--- src/rtl/msp430_reset_pkg.sv ---
// Shared types and mask helpers for the reset sequencer.
// Holds the FSM state enum plus prefix / lowest-bit functions.
package msp430_reset_pkg;

  localparam int MAX_CH = 16;

  typedef enum logic [2:0] {
    ST_IDLE,
    ST_HOLD,
    ST_STRETCH,
    ST_RELEASE,
    ST_WAIT
  } reset_state_t;

  // m[j] = OR of v[0..j]: a request on k covers k and above.
  function automatic logic [MAX_CH-1:0] prefix_mask(
    input logic [MAX_CH-1:0] v
  );
    logic [MAX_CH-1:0] m;
    m[0] = v[0];
    for (int i = 1; i < MAX_CH; i++) begin
      m[i] = m[i-1] | v[i];
    end
    return m;
  endfunction

  function automatic logic [MAX_CH-1:0] clear_lowest(
    input logic [MAX_CH-1:0] v
  );
    return v & (v - MAX_CH'(1));
  endfunction

endpackage

--- src/rtl/msp430_reset_sequencer_sync.sv ---
// Single-bit synchronizer chain, forced to 1 while rst is high.
// Ports: clk, rst, d (async in), q (last stage).
module msp430_sync_cell #(
  parameter int SYNC_DEPTH = 2
) (
  input  logic clk,
  input  logic rst,
  input  logic d,
  output logic q
);

  logic [SYNC_DEPTH-1:0] chain;

  always_ff @(posedge clk) begin
    if (rst) begin
      chain <= '1;
    end else begin
      chain <= {chain[SYNC_DEPTH-2:0], d};
    end
  end

  assign q = chain[SYNC_DEPTH-1];

endmodule

--- src/rtl/msp430_reset_sequencer.sv ---
// Multi-domain reset sequencer: sync, stretch, ordered release.
// Ports: clk, rst, rst_req_a -> rst_s, seq_busy, seq_done.
module msp430_reset_sequencer
  import msp430_reset_pkg::*;
#(
  parameter int CHANNELS   = 4,
  parameter int SYNC_DEPTH = 2,
  parameter int STRETCH    = 16,
  parameter int GAP        = 8
) (
  input  logic                clk,
  input  logic                rst,
  input  logic [CHANNELS-1:0] rst_req_a,
  output logic [CHANNELS-1:0] rst_s,
  output logic                seq_busy,
  output logic                seq_done
);

  localparam int LIMIT = (STRETCH > GAP) ? STRETCH : GAP;
  localparam int CW    = $clog2(LIMIT + 1);

  localparam logic [CW-1:0] STR_LAST = CW'(STRETCH - 1);
  localparam logic [CW-1:0] GAP_LAST = CW'(GAP - 1);

  logic [CHANNELS-1:0] req_sync;
  logic [MAX_CH-1:0]   pmask_full;
  logic [MAX_CH-1:0]   clr_full;
  logic [CHANNELS-1:0] pmask;
  logic [CHANNELS-1:0] amask_clr;
  logic                unused_hi;

  reset_state_t        state, state_n;
  logic [CHANNELS-1:0] amask, amask_n;
  logic [CW-1:0]       cnt, cnt_n;
  logic                done_n;

  for (genvar g = 0; g < CHANNELS; g++) begin : g_sync
    msp430_sync_cell #(
      .SYNC_DEPTH(SYNC_DEPTH)
    ) u_sync (
      .clk(clk),
      .rst(rst),
      .d  (rst_req_a[g]),
      .q  (req_sync[g])
    );
  end

  assign pmask_full = prefix_mask(MAX_CH'(req_sync));
  assign clr_full   = clear_lowest(MAX_CH'(amask));
  assign pmask      = pmask_full[CHANNELS-1:0];
  assign amask_clr  = clr_full[CHANNELS-1:0];
  assign unused_hi  = ^{pmask_full, clr_full};

  always_comb begin
    state_n = state;
    amask_n = amask;
    cnt_n   = cnt;
    done_n  = 1'b0;
    // A live request beats everything, including a release
    // scheduled for this same edge.
    if (pmask != '0) begin
      amask_n = amask | pmask;
      state_n = ST_HOLD;
      cnt_n   = '0;
    end else begin
      unique case (state)
        ST_IDLE: begin
          amask_n = '0;
        end
        ST_HOLD: begin
          state_n = ST_STRETCH;
          cnt_n   = '0;
        end
        ST_STRETCH: begin
          if (cnt == STR_LAST) begin
            state_n = ST_RELEASE;
          end else begin
            cnt_n = cnt + CW'(1);
          end
        end
        ST_RELEASE: begin
          amask_n = amask_clr;
          if (amask_clr == '0) begin
            state_n = ST_IDLE;
            done_n  = 1'b1;
          end else begin
            state_n = ST_WAIT;
            cnt_n   = '0;
          end
        end
        ST_WAIT: begin
          if (cnt == GAP_LAST) begin
            state_n = ST_RELEASE;
          end else begin
            cnt_n = cnt + CW'(1);
          end
        end
        default: begin
          state_n = ST_HOLD;
          amask_n = '1;
          cnt_n   = '0;
        end
      endcase
    end
  end

  always_ff @(posedge clk) begin
    if (rst) begin
      state    <= ST_HOLD;
      amask    <= '1;
      cnt      <= '0;
      seq_busy <= 1'b1;
      seq_done <= 1'b0;
    end else begin
      state    <= state_n;
      amask    <= amask_n;
      cnt      <= cnt_n;
      seq_busy <= |amask_n;
      seq_done <= done_n;
    end
  end

  assign rst_s = amask;

endmodule

--- config.mk ---
export PLATFORM = sky130hd
export DESIGN_NAME = msp430_reset_sequencer
export DESIGN_NICKNAME = d
export VERILOG_FILES = /design/src/rtl/msp430_reset_pkg.sv /design/src/rtl/msp430_reset_sequencer_sync.sv /design/src/rtl/msp430_reset_sequencer.sv
export SDC_FILE = /design/constraint.sdc
export NUM_CORES = 1
export LEC_CHECK = 0
export BUFFER_PORTS_ARGS = -buffer_cell sky130_fd_sc_hd__buf_2
export CAP_MARGIN = 20
export CORE_ASPECT_RATIO = 1.25
export CORE_MARGIN = 3
export CORE_UTILIZATION = 30
export CTS_BUF_LIST = sky130_fd_sc_hd__clkbuf_4 sky130_fd_sc_hd__clkbuf_8 sky130_fd_sc_hd__clkbuf_16
export CTS_CLUSTER_SIZE = 16
export DETAILED_ROUTE_END_ITERATION = 8
export MAX_ROUTING_LAYER = met4
export PLACE_DENSITY = 0.47
export SLEW_MARGIN = 25
export SYNTH_ARGS = -nofsm -noshare
export SYNTH_HDL_FRONTEND = slang
export SYNTH_SLANG_ARGS = --single-unit
--- constraint.sdc ---
create_clock -name clk -period 1.9 [get_ports clk]
set_clock_uncertainty 0.1 [all_clocks]
set_input_delay 0.38 -clock clk [delete_from_list [all_inputs] [get_ports clk]]
set_output_delay 0.38 -clock clk [all_outputs]
set_load 0.01 [all_outputs]
==> flow_summary.json <==
{
  "yosys_register_bits": 22,
  "setup_tns_ps": 0,
  "crit_arrival_ps": 1920,
  "grt_overflow": 0,
  "timing.final.crit_period_ps": 1820,
  "n_fill_cell": 364,
  "dieWidth_microns": 60.6,
  "endpoint": "cnt[4]",
  "clock_latency_ps": 260,
  "rows": 24,
  "vias": 975,
  "dpl.hpwl_microns": 1780,
  "numPortBuffers": 11,
  "ys_top_cells_by_area": "dfxtp_1, or2_2, a211oi_1",
  "max_freq_mhz": 548,
  "synth_fp_nets": 129,
  "clk_pin_slew_ps": 80,
  "power.density_nw_per_um2": 598,
  "viasPerCell": 5.27,
  "final-hold-violation-count": 0,
  "async_flop_share_pct": 0,
  "whs_ps": 196,
  "rsz0062_at_grt": "no",
  "start_util_pct": 31.5,
  "syn_avg_cell_area_sq_um": 9.23,
  "yosys.cell_count.top_type": "dfxtp_1",
  "ctsLongestPathBuffers": 2,
  "slowest_stage": "or4_1",
  "diodes": 0,
  "worst_path_largest_cell_delay_ps": 390,
  "syn-cell-area_sq_um": 1120,
  "nNetsFinal": 155,
  "yosysTopAreaCell": "dfxtp_1",
  "synthDistinctLibCells": 46,
  "wl_microns": 2410,
  "synthTopCellsByCount": "dfxtp_1, or2_2",
  "crit_start": "cnt[1]",
  "synth.top_cell.area_share_pct": 39.4,
  "reg2reg_setup_slack_ps": 80,
  "cp-end-kind": "flip-flop",
  "syn_to_final_growth_pct": 23.9,
  "dr.pass1.iters": 4,
  "r2r_cells": 8,
  "setup_violations": 0,
  "critPathMaxFanout": 6,
  "die_area_sq_um": 4500,
  "slew_headroom_pct": 68.3,
  "status": "complete, no violations",
  "yosys_warnings": 0,
  "cts_tree": "built",
  "wl_per_cell_microns": 13.0,
  "tightestPinTransition_ps": 475,
  "holdBufCountCts": 0,
  "placed_cells": 181,
  "die_h_microns": 74.2,
  "period_share_pct": 96.0,
  "slew_viol_final": 0,
  "path_cells": "ha_2 -> and3_4 -> ha_4 -> nand2b_4 -> a221oi_2 -> buf_4 -> or4_1 -> a21oi_1",
  "grt_antenna_before_repair": 0,
  "start_kind": "flip-flop",
  "hold_path_class": "in2reg",
  "synth_cells": 121,
  "r2r-end": "cnt[4]",
  "grt_pass1_vias": 956,
  "power_leakage_uw": 0.000496,
  "required_ps": 2000,
  "post_cts_buffers": 0,
  "cts_sinks": 22,
  "final_antenna_net_count": 0,
  "ys.flop_type": "dfxtp_1",
  "grt_max_degree": 14,
  "synth-edff-count": 0,
  "grt_usage_pct": 12.6,
  "cts_buffers": 3,
  "maxCapViolations": 0,
  "crit_type": "reg2reg",
  "layout-drive-gt1-share_pct": 35.6,
  "gp_congestion": 0.813,
  "r2r_start": "cnt[1]",
  "drtIter0Drc": 13,
  "cts_root_buf": "clkbuf_8",
  "io-pin-count": 12,
  "ctsHtreeMaxLevel": 1,
  "fin_cells": 185,
  "core_sq_um": 3540,
  "ys_seq_area_share_pct": 39.4,
  "grt_pass1_wl_microns": 4190,
  "drt_drc_violations_left": 0,
  "ir_drop_mv": 0.386
}
## power breakdown
part	total (uW)	switching [uW]	internal [uW]
clock network	337	152	185
registers	472	3.80	468
logic	18.0	6.54	11.4
## flip-flops by register name, summed over array words and instances, names as in the netlist
name,cells
seq_busy,1
rst_s,4
g_sync.u_sync.chain,8
seq_done,1
state,3
cnt,5
## layout make-up
class	count	area, sq um	area share (%)
multi-input combinational	89	639	46.2
sequential	22	443	32.0
timing repair buffer	29	190	13.7
clock buffer	4	55.1	3.98
tap	39	48.8	3.53
inverter	2	7.51	0.542
## kinds of logic after synthesis
kind of cell	Yosys count	synth area share [%]
XOR/XNOR	3	2.35
flip-flops	22	39.4
adder cells (fa/ha/maj)	2	2.24
AND/OR/NAND/NOR	46	25.4
buffers and inverters	10	6.72
AO/OA/AOI/OAI	38	23.9
## worst max-delay path: cells and delay by family, from the launching register on
kind / cells / cell delay (ps)
adders and majority gates: 2 / 350
AOI/OAI and AO/OA: 2 / 180
buffers and inverters: 1 / 180
DFF: 1 / 320
and+or+nand+nor: 3 / 630
## cell usage in the layout (no fill, tap or decap), types with 3 or more instances in the layout
cell and n:
buf_4 18, nor2_1 6, nand3b_1 3, or2_2 9, nand2_1 3, o21ai_0 5, a211oi_1 6, o211ai_1 3
xnor2_1 3, nand2b_1 5, clkbuf_8 4, a21oi_1 6, buf_2 11, dfxtp_1 20
## through the flow
step / area, sq um / utilization (%) / worst slack (ps) / power (uW)
4_1_cts: 1380 / 38.8 / 35.3 / 840
3_5_place_dp: 1320 / 37.1 / 18.7 / 502
5_1_grt: 1380 / 39.1 / 15.2 / 864
6_report: 1380 / 39.1 / 75.4 / 827
2_1_floorplan: 1140 / - / 1.52 / 493
3_3_place_gp: 1320 / 37.1 / 18.0 / 501
## routing by layer
metal  share of wire, %  global-route usage (%)  vias up  wire length [microns]
met5                  0                       -        -                      0
met4                2.9                    7.23        0                     70
met3                2.7                    2.26        6                     66
met2                 48                    19.9       19                   1170
met1                 46                    14.9      452                   1100
li1                   -                       -      498                      -
## repair_timing
item	4_1_cts	5_1_grt
pin swaps	1	1
resized for setup	2	2
endpoints found under the setup margin	1	2
## worst min path at each step
| stage | to | slack (ps) | startpoint | depth (start not counted) |
|---|---|---|---|---|
| finish | g_sync[1].u_sync.chain[0] | 200 | rst_req_a[1] | 2 |
| global route | g_sync[0].u_sync.chain[0] | 200 | rst_req_a[0] | 2 |
| CTS | g_sync[2].u_sync.chain[0] | 190 | rst_req_a[2] | 2 |
| detailed placement | g_sync[2].u_sync.chain[1] | 290 | g_sync[2].u_sync.chain[0] | 1 |
| global placement | g_sync[0].u_sync.chain[1] | 300 | g_sync[0].u_sync.chain[0] | 1 |
| floorplan | g_sync[0].u_sync.chain[1] | 290 | g_sync[0].u_sync.chain[0] | 1 |
(Power assumes the default switching activity.)
